===== src/rtl/peri_charlieplex_keypad_if.sv =====
// Wishbone B4 slave bundle for the charlieplex keypad register window.
// master drives we/adr/dat_i/stb; slave returns dat_o/ack.
interface peri_charlieplex_keypad_if;
   logic       wb_we_i;
   logic [3:0] wb_adr_i;
   logic [7:0] wb_dat_i;
   logic       wb_stb_i;
   logic [7:0] wb_dat_o;
   logic       wb_ack_o;

   modport master (
      output wb_we_i, wb_adr_i, wb_dat_i, wb_stb_i,
      input  wb_dat_o, wb_ack_o
   );

   modport slave (
      input  wb_we_i, wb_adr_i, wb_dat_i, wb_stb_i,
      output wb_dat_o, wb_ack_o
   );
endinterface


===== src/rtl/peri_charlieplex_keypad.sv =====
// Charlieplexed 7-pin keypad scanner with 2-scan debounce and irq.
// Ports: clk_i/rst_ni, wb (slave bus), charlieplex_i/_o/_out_en_o, irq_o.
module peri_charlieplex_keypad #(
   parameter int SettleTicks = 16
) (
   input  logic                          clk_i,
   input  logic                          rst_ni,
   peri_charlieplex_keypad_if.slave      wb,
   input  logic [6:0]                    charlieplex_i,
   output logic [6:0]                    charlieplex_o,
   output logic [6:0]                    charlieplex_out_en_o,
   output logic                          irq_o
);

   localparam logic [0:0] IDLE  = 1'b0;
   localparam logic [0:0] DRIVE = 1'b1;
   localparam logic [7:0] CntMax = 8'(SettleTicks - 1);

   logic [0:0] state;
   logic [2:0] pin;
   logic [7:0] cnt;
   logic [6:0] sync1;
   logic [6:0] sync2;
   logic [7:0] raw [7];
   logic [7:0] key [7];
   logic       changed;
   logic       enable;
   logic       irq_en;
   logic       ack;
   logic [7:0] dat;

   logic [7:0] s;
   logic [7:0] row_d;
   logic [7:0] rdata;
   logic       sample;
   logic       req;
   logic       wr;
   logic       set_chg;
   logic       clr_chg;

   // Keys only update where this scan agrees with the previous one.
   always_comb begin
      s       = {1'b0, ~sync2} & ~(8'h01 << pin);
      sample  = (state == DRIVE) & enable & (cnt == CntMax);
      row_d   = (s & ~(s ^ raw[pin])) | (key[pin] & (s ^ raw[pin]));
      set_chg = sample & (row_d != key[pin]);
   end

   always_comb begin
      req     = wb.wb_stb_i & ~ack;
      wr      = req & wb.wb_we_i;
      clr_chg = wr & (wb.wb_adr_i == 4'd7) & wb.wb_dat_i[0];
   end

   always_comb begin
      rdata = '0;
      unique case (1'b1)
         (wb.wb_adr_i < 4'd7):
            rdata = key[wb.wb_adr_i[2:0]];
         (wb.wb_adr_i == 4'd7):
            rdata = {6'b0, state == DRIVE, changed};
         (wb.wb_adr_i == 4'd8):
            rdata = {6'b0, irq_en, enable};
         default:
            rdata = '0;
      endcase
   end

   always_ff @(posedge clk_i or negedge rst_ni) begin
      if (!rst_ni) begin
         sync1 <= '1;
         sync2 <= '1;
      end else begin
         sync1 <= charlieplex_i;
         sync2 <= sync1;
      end
   end

   always_ff @(posedge clk_i or negedge rst_ni) begin
      if (!rst_ni) begin
         state   <= IDLE;
         pin     <= '0;
         cnt     <= '0;
         changed <= 1'b0;
         enable  <= 1'b1;
         irq_en  <= 1'b0;
         ack     <= 1'b0;
         dat     <= '0;
         for (int i = 0; i < 7; i++) begin
            raw[i] <= '0;
            key[i] <= '0;
         end
      end else begin
         ack <= req;
         dat <= req ? rdata : 8'h00;
         if (wr && wb.wb_adr_i == 4'd8) begin
            enable <= wb.wb_dat_i[0];
            irq_en <= wb.wb_dat_i[1];
         end
         // A new change beats a same-cycle clear.
         if (set_chg)
            changed <= 1'b1;
         else if (clr_chg)
            changed <= 1'b0;
         if (sample) begin
            raw[pin] <= s;
            key[pin] <= row_d;
         end
         if (state == IDLE) begin
            pin <= '0;
            cnt <= '0;
            if (enable)
               state <= DRIVE;
         end else if (!enable) begin
            // Abandon the slot; rescans restart at pin 0.
            state <= IDLE;
            pin   <= '0;
            cnt   <= '0;
         end else if (cnt == CntMax) begin
            cnt <= '0;
            pin <= (pin == 3'd6) ? 3'd0 : pin + 3'd1;
         end else begin
            cnt <= cnt + 8'd1;
         end
      end
   end

   assign wb.wb_ack_o          = ack;
   assign wb.wb_dat_o          = dat;
   assign charlieplex_o        = '0;
   assign charlieplex_out_en_o = (state == DRIVE) ? (7'h01 << pin) : 7'h00;
   assign irq_o                = changed & irq_en;

endmodule


===== src/flat_wrapper.sv =====
// flat-port wrapper written by rule: the top's interface ports become plain ports
module peri_charlieplex_keypad_flat 
#(
   parameter int SettleTicks = 16
)
  (clk_i, rst_ni, charlieplex_i, charlieplex_o, charlieplex_out_en_o, irq_o, wb_wb_we_i, wb_wb_adr_i, wb_wb_dat_i, wb_wb_stb_i, wb_wb_dat_o, wb_wb_ack_o);
  peri_charlieplex_keypad_if wb_i ();
  input  logic clk_i;
  input  logic rst_ni;
  input  logic [6:0] charlieplex_i;
  output logic [6:0] charlieplex_o;
  output logic [6:0] charlieplex_out_en_o;
  output logic irq_o;
  input wire logic [$bits(wb_i.wb_we_i)-1:0] wb_wb_we_i;
  input wire logic [$bits(wb_i.wb_adr_i)-1:0] wb_wb_adr_i;
  input wire logic [$bits(wb_i.wb_dat_i)-1:0] wb_wb_dat_i;
  input wire logic [$bits(wb_i.wb_stb_i)-1:0] wb_wb_stb_i;
  output wire logic [$bits(wb_i.wb_dat_o)-1:0] wb_wb_dat_o;
  output wire logic [$bits(wb_i.wb_ack_o)-1:0] wb_wb_ack_o;
  assign wb_i.wb_we_i = wb_wb_we_i;
  assign wb_i.wb_adr_i = wb_wb_adr_i;
  assign wb_i.wb_dat_i = wb_wb_dat_i;
  assign wb_i.wb_stb_i = wb_wb_stb_i;
  assign wb_wb_dat_o = wb_i.wb_dat_o;
  assign wb_wb_ack_o = wb_i.wb_ack_o;
  peri_charlieplex_keypad #(.SettleTicks(SettleTicks)) u_core (.clk_i(clk_i), .rst_ni(rst_ni), .wb(wb_i), .charlieplex_i(charlieplex_i), .charlieplex_o(charlieplex_o), .charlieplex_out_en_o(charlieplex_out_en_o), .irq_o(irq_o));
endmodule

===== config.mk =====
export PLATFORM = sky130hd
export DESIGN_NAME = peri_charlieplex_keypad_flat
export DESIGN_NICKNAME = d
export VERILOG_FILES = /design/src/rtl/peri_charlieplex_keypad_if.sv /design/src/rtl/peri_charlieplex_keypad.sv /design/src/flat_wrapper.sv
export SDC_FILE = /design/constraint.sdc
export NUM_CORES = 1
export LEC_CHECK = 0
export CAP_MARGIN = 0
export CORE_ASPECT_RATIO = 0.8
export CORE_UTILIZATION = 52
export CTS_CLUSTER_DIAMETER = 150
export DETAILED_ROUTE_END_ITERATION = 8
export GPL_TIMING_DRIVEN = 0
export PLACE_DENSITY_LB_ADDON = 0.12
export SLEW_MARGIN = 10
export SYNTH_ARGS = -nofsm -noshare
export SYNTH_HDL_FRONTEND = slang
export SYNTH_SLANG_ARGS = --single-unit

===== constraint.sdc =====
create_clock -name clk_i -period 2 [get_ports clk_i]
set_input_delay 0.4 -clock clk_i [delete_from_list [all_inputs] [get_ports clk_i]]
set_output_delay 0.4 -clock clk_i [all_outputs]
set_load 0.05 [all_outputs]

Word-level counts from Yosys, hierarchy flattened

Index checks and enable logic that the tools add are counted.

Multipliers: 0
Bitwise gates (word level): 19
Reduce and logical (&&, ||, !) cells: 3
Equal/unequal tests: 6
Magnitude comparators: 4
Divide/modulo/power cells: 0
Add/subtract/negate cells: 2
Shifts and indexed selects: 2
Mux-type cells: 26

Operators by type and width:

| kind                                                                         | count |
|---|---|
| 56-bit bitwise mux                                                           | 2 |
| 8-bit 2-to-1 mux                                                             | 11 |
| 8-bit binary-select mux with 3-bit select                                    | 3 |
| 8-bit demux with 3-bit select                                                | 1 |
| 8-bit one-hot mux with 3 select lines                                        | 1 |
| 8-bit AND                                                                    | 2 |
| 8-bit NOT                                                                    | 2 |
| 3-bit 2-to-1 mux                                                             | 4 |
| 8-bit by 1-bit adder with 8-bit output, second input constant                | 1 |
| 1-bit AND                                                                    | 8 |
| 7-bit by 8-bit AND with 8-bit output                                         | 1 |
| 8-bit by 4-bit == test with 1-bit output, second input constant              | 1 |
| 4-bit greater-or-equal comparator, second input constant                     | 2 |
| 8-bit inequality test                                                        | 1 |
| 3-bit NOT with 4-bit output                                                  | 2 |
| 8-bit OR                                                                     | 1 |
| 1-bit by 3-bit << shifter with 8-bit output, first input constant            | 1 |
| 8-bit XOR                                                                    | 1 |
| 7-bit 2-to-1 mux                                                             | 1 |
| 7-bit NOT                                                                    | 1 |
| 1-bit by 3-bit << shifter with 7-bit output, first input constant            | 1 |
| 4-bit by 3-bit == test with 1-bit output, second input constant              | 1 |
| 4-bit == test, second input constant                                         | 1 |
| 4-bit by 1-bit less-than comparator with 1-bit output, second input constant | 1 |
| other kinds (8)                                                              | 11 |

Memories kept: 0
Bits in latches: 0
Output and inout bits: 24
Bits in registers: 150
RAM bits: 0
Input bits: 23
Logic and storage cells: 86
Memory bits (read-only): 0

Longest topological paths before layout

Gate-level depths: netlist (run 1).

Depth in word-level cells: 11
Depth in mapped cells: 10
Depth with buffers taken out: 7

Least setup slack after synthesis (run 1)

OpenSTA, ideal clock, no wires.

Kind: reg2reg
Start point: register u_core.pin[0]
End point: register u_core.changed
Path slack: -93 ps
Path buffers: 3
Period minus slack after synthesis: 2093 ps
Data required time: 1864 ps
Data arrival time: 1958 ps
Library setup time: 136 ps
Stages on the path, launching flop included: 11
Path through: dfrtp_1 > buf_6 > and2_0 > clkbuf_1 > ha_1 > or2_2 > clkbuf_1 > nand4_1 > mux2i_1 > a2111oi_1 > a31oi_1

Word-level cells in the longest chain between the ends: 11
Elaborated cells on any way between the ends: 19
Those cells by class: 1 x eq/ne; 1 x shift; 7 x mux; 9 x bitwise; 1 x reduce/logical

Ends and longest elaborated chain:

| element                                                       | line                                                         | text |
|---|---|---|
| start: declaration                                            | peri_charlieplex_keypad.sv:20                                | `logic [2:0] pin;` |
| start signal: assignment                                      | peri_charlieplex_keypad.sv:121                               | `pin <= (pin == 3'd6) ? 3'd0 : pin + 3'd1;` |
| 3-bit NOT with 4-bit output (implied by the code)             | peri_charlieplex_keypad.sv:45, peri_charlieplex_keypad.sv:46 |  |
| 8-bit binary-select mux with 3-bit select                     | peri_charlieplex_keypad.sv:45                                | `row_d = (s & ~(s ^ raw[pin])) \| (key[pin] & (s ^ raw[pin]));` |
| 8-bit 2-to-1 mux (implied by the code) (2 in series)          | peri_charlieplex_keypad.sv:45                                |  |
| 8-bit XOR                                                     | peri_charlieplex_keypad.sv:45                                |  |
| 8-bit NOT                                                     | peri_charlieplex_keypad.sv:45                                |  |
| 8-bit AND                                                     | peri_charlieplex_keypad.sv:45                                |  |
| 8-bit OR                                                      | peri_charlieplex_keypad.sv:45                                |  |
| 8-bit inequality test (*)                                     | peri_charlieplex_keypad.sv:46                                | `set_chg = sample & (row_d != key[pin]);` |
| 1-bit AND (*)                                                 | peri_charlieplex_keypad.sv:46                                |  |
| 1-bit 2-to-1 mux / 2-bit nonzero test (equally long branches) | -                                                            |  |
| end signal: assignment                                        | peri_charlieplex_keypad.sv:84                                | `changed <= 1'b0;` |
| end signal: assignment                                        | peri_charlieplex_keypad.sv:102                               | `changed <= 1'b1;` |
| end signal: assignment                                        | peri_charlieplex_keypad.sv:104                               | `changed <= 1'b0;` |
| end: declaration                                              | peri_charlieplex_keypad.sv:26                                | `logic changed;` |

Every way passes the cells marked *; elsewhere a longest branch is shown, timed or not. The select of a mux whose other input is x is not followed.
A chain may end at the register's enable or synchronous reset.

Worst setup path after layout (run 1)

Start point: register u_core.pin[2]
End point: register u_core.key[21] (netlist name)

Word-level cells in the longest chain between the ends: 9
Elaborated cells on any way between the ends: 21
Those cells by class: 2 x order compare; 1 x shift; 9 x mux; 8 x bitwise; 1 x reduce/logical

Ends and longest elaborated chain:

| element                                              | line                                                          | text |
|---|---|---|
| 3-bit NOT with 4-bit output (implied by the code)    | peri_charlieplex_keypad.sv:45, peri_charlieplex_keypad.sv:107 |  |
| 8-bit binary-select mux with 3-bit select            | peri_charlieplex_keypad.sv:45                                 |  |
| 8-bit 2-to-1 mux (implied by the code) (2 in series) | peri_charlieplex_keypad.sv:45                                 |  |
| 8-bit XOR                                            | peri_charlieplex_keypad.sv:45                                 |  |
| 8-bit NOT                                            | peri_charlieplex_keypad.sv:45                                 |  |
| 8-bit AND                                            | peri_charlieplex_keypad.sv:45                                 |  |
| 8-bit OR                                             | peri_charlieplex_keypad.sv:45                                 |  |
| 56-bit bitwise mux (*)                               | peri_charlieplex_keypad.sv:107                                | `key[pin] <= row_d;` |
| end signal: indexed assignment                       | peri_charlieplex_keypad.sv:107                                |  |
| end: declaration                                     | peri_charlieplex_keypad.sv:25                                 | `logic [7:0] key [7];` |

Marked as above.

==> results of run 1 <==
==> cells in the final DEF, fill, tap and decap left out, types with 8 or more instances in the layout <==
master / count
o21ai_0: 47
clkbuf_16: 20
dfrtp_1: 117
mux2_4: 13
and2_1: 10
clkbuf_2: 8
nor2_1: 29
buf_6: 18
nand2_1: 57
clkdlybuf4s50_1: 20
buf_8: 9
dfstp_2: 15
buf_4: 44
mux2i_1: 30
conb_1: 8
mux4_2: 8
mux2_2: 52
==> cell families (layout without fill, tap and decap cells) <==
| kind of cell | count (synthesis) | count (layout) |
|---|---|---|
| simple gates | 163 | 163 |
| buf+inv | 52 | 167 |
| xor+xnor | 5 | 5 |
| mux | 110 | 110 |
| fa+ha+maj | 9 | 9 |
| compound gates | 102 | 102 |
| flops | 136 | 136 |
| other cells | 1 | 8 |
==> per-layer routing <==
layer / wire [um] / up-vias
met5: 0 / -
met4: 583 / 0
met3: 2040 / 60
met2: 9430 / 289
met1: 8470 / 2752
li1: - / 2299
==> registers in the layout (all words and copies together) (netlist names) <==
signal and cells:
u_core.pin 3, u_core.enable 1, u_core.changed 1, u_core.sync2 7, u_core.irq_en 1, u_core.wb.wb_dat_o 8, u_core.key 49, u_core.sync1 7
u_core.wb.wb_ack_o 1, u_core.state 1, u_core.raw 49, u_core.cnt 8
==> area by class of cell <==
| class | instances | area [sq um] | area share (%) |
|---|---|---|---|
| clock inverter | 12 | 221 | 2.47 |
| buffer | 41 | 414 | 4.63 |
| clock buffer | 20 | 457 | 5.10 |
| tap | 171 | 214 | 2.39 |
| timing repair buffer | 84 | 887 | 9.91 |
| multi-input combinational | 397 | 3290 | 36.7 |
| sequential | 136 | 3430 | 38.3 |
| inverter | 10 | 46.3 | 0.517 |
==> stage by stage <==
| stage | std cells | instance area (sq um) | total power (uW) |
|---|---|---|---|
| floorplan | 585 | 6670 | 2990 |
| global placement | 787 | 7200 | 3120 |
| detailed placement | 788 | 7220 | 3130 |
| CTS | 845 | 8460 | 6710 |
| global route | 871 | 8950 | 6880 |
| finish | 871 | 8950 | 6720 |
==> how the worst max path moves through the flow <==
| stage | startpoint | to | depth (start not counted) |
|---|---|---|---|
| after detailed placement | u_core.pin[0] | charlieplex_out_en_o[0] | 6 |
| after floorplan | u_core.pin[2] | u_core.key[35] | 6 |
| after global placement | rst_ni | u_core.cnt[4] | 1 |
| final | u_core.pin[2] | u_core.key[21] | 9 |
| after CTS | u_core.pin[2] | charlieplex_out_en_o[0] | 6 |
| after global routing | u_core.pin[2] | u_core.key[21] | 9 |
==> power groups by stage <==
stage	registers (uW)	clock network, uW	logic (uW)
2_1_floorplan	2870	0	120
3_3_place_gp	2870	0	246
3_5_place_dp	2870	0	257
4_1_cts	2820	3620	268
5_1_grt	2830	3760	291
6_report	2830	3630	269
==> timing repair <==
| item | 4_1_cts | 5_1_grt |
|---|---|---|
| endpoints found under the setup margin | 107 | 102 |
| gates cloned | 2 | 4 |
| endpoints found under the hold margin | 20 | 0 |
| buffers inserted | 23 | 22 |
| hold buffers | 1 | 0 |
| gates resized for setup | 144 | 69 |
| pin swaps | 14 | 15 |
==> reports/metrics.yaml, run 1 <==
outcome:
  status: "finished, violations left"
  failed_checks: "negative setup slack"
hold_path:
  min_path_type: "reg2reg"
  hp-start: "u_core.sync1[4]"
  hold_path_end: "u_core.sync2[4]"
  min_path_cells: 0
timing:
  setup_violations: 63
  rsz0062_at_grt: "yes"
  drv_slew: 0
  timing.hold.ws_ps: 344
  tns_ps: -14040
  maxSlewHeadroom_pct: 50.8
  tightest_slew_ps: 737
  clock_skew_ps: 8.86
  clock.fmax_mhz: 434
  setup_ws_ps: -305
  fin_crit_sh_pct: 115
  hold_viol: 0
  min_period_ps: 2310
finish:
  fin_util_pct: 72.8
  synthToLayoutAreaGrowth_pct: 35.4
  drive_above_1_share_pct: 40.7
  nets: 712
  diodes: 0
  n_fill_cell: 811
synthesis:
  synth-xor-area-share_pct: 0.662
  avgSynthCellArea_sq_um: 11.4
  yosys_warnings: 0
  syn_inst: 578
  async_reset_ff_share_pct: 100
  yosysUniqueCellTypes: 60
  synth.area.top_cells: "dfrtp_1, mux2_2, dfstp_2"
  yosysTopAreaCell: "dfrtp_1"
  synth_ff_type: "dfrtp_1"
  synthTopCellsByCount: "dfrtp_1, mux2_2, nand2_1"
  synth_fa_ha_area_share_pct: 1.57
  synthSimpleGateAreaFrac_pct: 12.3
  netlist_area_sq_mm: 0.00661
  ys_seq_area_share_pct: 51.8
  synth_top_family_by_area: "multiplexers"
  yosysMostFrequentCell: "dfrtp_1"
  synth-compound-area-share_pct: 10.0
  synth_top_area_share_pct: 45.8
  synthMuxAreaShare_pct: 19.6
  ys_ff_latch: 136
  synth_edf_count: 0
floorplanning:
  die-area_sq_mm: 0.0132
  die-height_um: 103
  io_pins: 47
  die_width_um: 128
  initial_core_util_pct: 53.8
  num_rows: 36
  placeableCoreArea_sq_mm: 0.0123
power_and_ir_drop:
  pwr_density_cell_mw_per_mm2: 751
  vdd_drop_max_mv: 0.577
  clkPwrFrac_pct: 53.9
  switching_share_pct: 21.4
  netSwitchingPower_uw: 1440
  p_leak_uw: 0.00408
  p_seq_share_pct: 42.1
  p_int_uw: 5290
  power_frac_comb_pct: 4.0
clock_network:
  tritoncts: "yes"
  clock_sinks: 136
  clkTransAtPathRegs_ps: 60
  htreeDepth: 4
  cts_buffers: 17
  worstSkewPairLatency_ps: 430
  clockBufferDepth: 2
  root_buffer: "clkbuf_16"
global_route:
  grt_usage_pct: 31.6
  grt.met1_usage_pct: 40.9
  grt_use_met2_pct: 49.2
  grt_pass1_vias: 5215
  grt_pass1_wl_um: 29500
  grt-ovfl-total: 0
  grt_use_met3_pct: 11.6
  gr-max-usage-layer: "met2"
  antenna_found_initial: 0
  grt_max_degree: 73
setup_path:
  cp.required_ps: 2310
  slowest_delay_ps: 460
  path_cells: "buf_6 -> buf_6 -> nor3b_4 -> buf_6 -> o2bb2ai_1 -> or2_2 -> nor2_1 -> maj3_2 -> mux2_2"
  r2r-end: "u_core.key[21]"
  critPathTopFamily: "simple AND/OR/NAND/NOR gates"
  crit_arrival_ps: 2620
  startpoint_type: "register"
  r2r_slack_ps: -310
  critPathCaptureType: "register"
  crit_buf_inv: 3
  crit_top_cell: "buf_6"
  rr_startpoint: "u_core.pin[2]"
  crit_type: "reg2reg"
  crit_slowest_cell: "dfrtp_2"
  r2r_cells: 9
  path_max_fanout: 7
route:
  via_per_inst: 6.20
  routed_wl_um: 20500
  wl_per_cell_um: 23.6
  drtAntennaViolNets: 0
  firstDrtPassIters: 7
  drtIter0Drc: 474
  vias: 5400
  drc: 0
placed_design:
  gp_congestion: 0.861
  hpwlAfterDp_um: 12000
  place_ws_ps: -736
  port_buffers: 31
job:
  maxCapViolations: 0
Note: power is estimated with default switching activity, not from simulation.
==> inputs of run 2 (changes only) <==
- PLACE_DENSITY: not set -> 0.84
- PLACE_DENSITY_LB_ADDON: 0.12 -> not set
- SKIP_LAST_GASP: not set -> 1
==> run 2 against run 1 <==
  * The flow still finishes with violations (negative setup slack)
  * Sequential power is essentially flat
  * Count of clock-buffer cells in the layout shrank 2
  * Critical path depth shrank 2
  * Core utilization shrank 0.65 points
  * Die area is the same
==> reports/metrics.yaml, run 2 (synthesis gave the netlist of run 1 again) <==
floorplanning:
  die-height_um: 103
  initial_core_util_pct: 53.8
  io_pins: 47
  die-area_sq_mm: 0.0132
  num_rows: 36
  placeableCoreArea_sq_mm: 0.0123
  die_width_um: 128
timing:
  min_period_ps: 2310
  setup_violations: 57
  clock_skew_ps: 6.59
  timing.hold.ws_ps: 355
  rsz0062_at_grt: "yes"
  setup_ws_ps: -314
  fin_crit_sh_pct: 116
  drv_slew: 0
  maxSlewHeadroom_pct: 45.9
  clock.fmax_mhz: 432
  hold_viol: 0
  tightest_slew_ps: 811
finish:
  fin_util_pct: 72.2
  n_fill_cell: 773
  largest_registers: "u_core.key (49), u_core.raw (49)"
  final_common_cell: "dfrtp_1"
  nets: 705
  final_cell_mix: "dfrtp_1, nand2_1, mux2_2"
  multi_input_area_sq_mm: 0.00334
  drive_above_1_share_pct: 40.3
  synthToLayoutAreaGrowth_pct: 34.2
  stdcell_count: 865
  ff_latch_area_sq_mm: 0.00343
hold_path:
  min_path_type: "reg2reg"
  hp-start: "u_core.sync1[4]"
route:
  via_per_inst: 6.34
  firstDrtPassIters: 5
  vias: 5482
  routed_wl_um: 20800
  drtAntennaViolNets: 0
  wl_per_cell_um: 24.1
  drtIter0Drc: 663
  drc: 0
clock_network:
  clkTransAtPathRegs_ps: 60
  clockBufferDepth: 2
  worstSkewPairLatency_ps: 430
  htreeDepth: 4
  clock_sinks: 136
  cts_buffers: 17
  tritoncts: "yes"
  root_buffer: "clkbuf_16"
placed_design:
  place_ws_ps: -802
  placed_cells: 788
  hpwlAfterDp_um: 11900
  gp_congestion: 0.954
  port_buffers: 31
power_and_ir_drop:
  clkPwrFrac_pct: 53.0
  p_seq_share_pct: 42.9
  vdd_drop_max_mv: 0.736
  fin_total_pwr_uw: 6580
  p_leak_uw: 0.00399
  switching_share_pct: 22.4
  power_frac_comb_pct: 4.1
  netSwitchingPower_uw: 1480
  pwr_density_cell_mw_per_mm2: 742
  p_int_uw: 5110
setup_path:
  critPathCaptureType: "register"
  cp.required_ps: 2290
  path_max_fanout: 5
  crit_type: "reg2reg"
  startpoint_type: "register"
  rr_startpoint: "u_core.pin[2]"
  crit_start: "u_core.pin[2]"
  crit_arrival_ps: 2610
global_route:
  grt_pass1_wl_um: 29900
  grt-ovfl-total: 0
  grt_max_degree: 86
  grt_pass1_vias: 5405
  antenna_found_initial: 1
  grt_usage_pct: 31.6
outcome:
  status: "finished, violations left"
  failed_checks: "negative setup slack"
job:
  maxCapViolations: 0
-- run 2: path summary, 6_finish.rpt --
check                                  end  slack, ps  cells past startpoint
hold / removal             u_core.sync2[4]        350                      0
max in group asynchronous    u_core.enable        710                      3
min in group asynchronous   u_core.raw[25]        490                      2
setup reg to reg            u_core.changed       -310                      7
hold reg to reg            u_core.sync2[4]        350                      0
setup / recovery            u_core.changed       -310                      7
-- run 2: power groups by stage --
stage / logic (uW) / clock network, uW / registers [uW]
floorplan: 120 / 0 / 2870
finish: 270 / 3490 / 2820
global placement: 244 / 0 / 2870
detailed placement: 255 / 0 / 2870
CTS: 269 / 3470 / 2820
global route: 292 / 3620 / 2830
-- run 2: layout make-up --
type	count	share of cell area (%)
Antenna cell	1	0.0282
Buffer	41	4.34
Clock buffer	18	4.84
Clock inverter	14	2.52
Inverter	10	0.522
Multi-Input combinational cell	397	37.6
Sequential cell	136	38.6
Tap cell	171	2.41
Timing Repair Buffer	77	9.07
-- run 2: worst max-delay path, cell delays in order, from the launching register on --
cell and delay (ps):
dfrtp_2 480, buf_4 160, mux2_2 340, a221o_1 300, a22o_1 250, mux2i_2 190
a2111oi_2 330, a31oi_1 130
-- run 2: per-layer routing --
metal | global-route usage (%) | vias to the layer above | wire length, um
li1 | - | 2270 | -
met1 | 40.5 | 2761 | 8110
met2 | 50.2 | 382 | 9810
met3 | 9.55 | 69 | 2220
met4 | 14.1 | 0 | 680
met5 | 0 | - | 0
-- run 2: timing repair --
action,4_1_cts,5_1_grt
buffers inserted,22,17
hold buffers,1,0
endpoints found under the hold margin,47,0
pin swaps,15,23
gates cloned,3,3
gates resized for setup,134,83
endpoints found under the setup margin,104,96
-- run 2: per-stage QoR --
| step | TNS [ps] | area, sq um |
|---|---|---|
| global route | -15980 | 8870 |
| finish | -13950 | 8870 |
| floorplan | -232 | 6670 |
| CTS | -10430 | 8450 |
| global placement | -619490 | 7200 |
| detailed placement | -35710 | 7220 |
==> inputs of run 3 (changes only) <==
- CORE_UTILIZATION: 52 -> 30
- PLACE_DENSITY: 0.84 -> 0.57
==> run 3 against run 2 <==
  * The flow still finishes with violations (negative setup slack)
  * Non-clock buffer count rose by 1
  * Hold slack worse by 310 ps
  * Critical path depth shrank 1
  * First-iteration DRC count is 29% lower
  * Final cell count is 12% higher
  * Via count decreased by 5.0%
  * Core utilization down 31 points
  * Clock power is 8.6% lower
  * Critical path type is now reg2out
  * Critical endpoint is now charlieplex_out_en_o[0]
  * Largest power group unchanged
==> reports/metrics.yaml, run 3 (synthesis gave the netlist of run 1 again) <==
outcome:
  status: "finished, violations left"
  failed_checks: "negative setup slack"
placed_design:
  gp_congestion: 0.890
  hpwlAfterDp_um: 13000
  place_ws_ps: -828
  port_buffers: 31
floorplanning:
  die_width_um: 168
  io_pins: 47
  num_rows: 48
  die-height_um: 135
  placeableCoreArea_sq_mm: 0.0216
  die-area_sq_mm: 0.0226
  initial_core_util_pct: 30.6
timing:
  fin_crit_sh_pct: 116
  setup_ws_ps: -325
  tightest_slew_ps: 830
  min_period_ps: 2330
  drv_slew: 0
  hold_viol: 0
  maxSlewHeadroom_pct: 44.7
  rsz0062_at_grt: "yes"
  clock_skew_ps: 6.48
  clock.fmax_mhz: 430
  setup_violations: 60
route:
  drc: 0
  vias: 5209
  firstDrtPassIters: 7
  routed_wl_um: 20800
  drtAntennaViolNets: 0
  via_per_inst: 5.38
  drtIter0Drc: 473
  wl_per_cell_um: 21.5
setup_path:
  path_max_fanout: 7
  critPathCaptureType: "output port"
  startpoint_type: "register"
  cp.required_ps: 1600
  crit_type: "reg2out"
  r2r_cells: 9
  crit_arrival_ps: 1930
global_route:
  grt_max_degree: 87
  grt-ovfl-total: 0
  grt_pass1_wl_um: 31200
  antenna_found_initial: 0
  grt_pass1_vias: 5311
  grt_usage_pct: 18.8
clock_network:
  worstSkewPairLatency_ps: 430
  cts_buffers: 17
  tritoncts: "yes"
  root_buffer: "clkbuf_16"
  clkTransAtPathRegs_ps: 60
  htreeDepth: 4
  clockBufferDepth: 2
  clock_sinks: 136
finish:
  drive_above_1_share_pct: 40.2
  multi_input_area_sq_mm: 0.00335
  fin_util_pct: 41.6
  n_fill_cell: 2001
  synthToLayoutAreaGrowth_pct: 36.2
  largest_registers: "u_core.key (49), u_core.raw (49)"
  nets: 706
  final_common_cell: "dfrtp_1"
  final_cell_mix: "dfrtp_1, nand2_1, o21ai_0, mux2_2, buf_4"
  diodes: 0
  ff_latch_area_sq_mm: 0.00342
power_and_ir_drop:
  pwr_density_cell_mw_per_mm2: 698
  p_seq_share_pct: 45.0
  power_frac_comb_pct: 4.3
  netSwitchingPower_uw: 1420
  switching_share_pct: 22.6
  p_leak_uw: 0.00405
  vdd_drop_max_mv: 0.580
  p_int_uw: 4860
  clkPwrFrac_pct: 50.8
job:
  maxCapViolations: 0
hold_path:
  min_path_type: "in2async"
## run 3: cell count changes in the layout (fill, tap and decap cells not counted), sizes merged
cell and delta:
clkinv +2, dlygate4sd3 -1, bufinv -2, clkdlybuf4s50 +1, buf -2, bufbuf +1
diode -1, clkbuf +4, dlymetal6s2s -1, inv -1
## run 3: worst paths after layout
| kind | from | end | slack [ps] |
|---|---|---|---|
| min reg2reg | u_core.sync1[4] | u_core.sync2[4] | 360 |
| max in group asynchronous | rst_ni | u_core.enable | 1160 |
| min | rst_ni | u_core.wb.wb_dat_o[7] | 40 |
| min in group clk_i | u_core.sync1[4] | u_core.sync2[4] | 360 |
| max | u_core.pin[2] | charlieplex_out_en_o[0] | -330 |
| max reg2reg | u_core.pin[2] | u_core.changed | -300 |
## run 3: metrics by stage
stage          hold slack (ps)  std cells  cell area (sq um)  TNS, ps  total power (uW)
6_report                  40.4        969               9000   -13200              6290
5_1_grt                    111        969               9000   -15580              6510
4_1_cts                   77.8        960               8730   -10810              6330
3_5_place_dp               348        892               7350   -47120              3140
3_3_place_gp               346        891               7330  -670930              3120
2_1_floorplan              104        585               6670     -232              2990
## run 3: layer usage
layer | global-route usage [%] | up-vias | wire [um]
li1 | - | 2281 | -
met1 | 25.6 | 2668 | 9410
met2 | 28.5 | 214 | 9260
met3 | 5.63 | 46 | 1740
met4 | 6.68 | 0 | 395
met5 | 0 | - | 0
## run 3: layout make-up
cell class | count | share of cell area (%)
Buffer | 40 | 4.49
Clock buffer | 19 | 4.92
Clock inverter | 13 | 1.71
Inverter | 10 | 0.598
Multi-Input combinational cell | 397 | 37.2
Sequential cell | 136 | 38.0
Tap cell | 275 | 3.82
Timing Repair Buffer | 79 | 9.21
## run 3: power groups by stage
stage / sequential, uW / clock (uW) / combinational, uW
2_1_floorplan: 2870 / 0 / 120
3_5_place_dp: 2870 / 0 / 262
4_1_cts: 2830 / 3240 / 270
5_1_grt: 2830 / 3390 / 292
6_report: 2830 / 3190 / 267
3_3_place_gp: 2870 / 0 / 250
## run 3: repair_timing
item,CTS,global route
buffers inserted,33,8
pin swaps,19,17
hold buffers,0,0
cloned,4,2
endpoints found under the setup margin,104,109
resized for setup,168,52
## run 3: worst max-delay path: stages (launching register included)
cell	delay, ps
dfrtp_2	480
buf_12	180
buf_12	140
buf_12	140
nor3_4	230
and2_4	180
buf_8	140
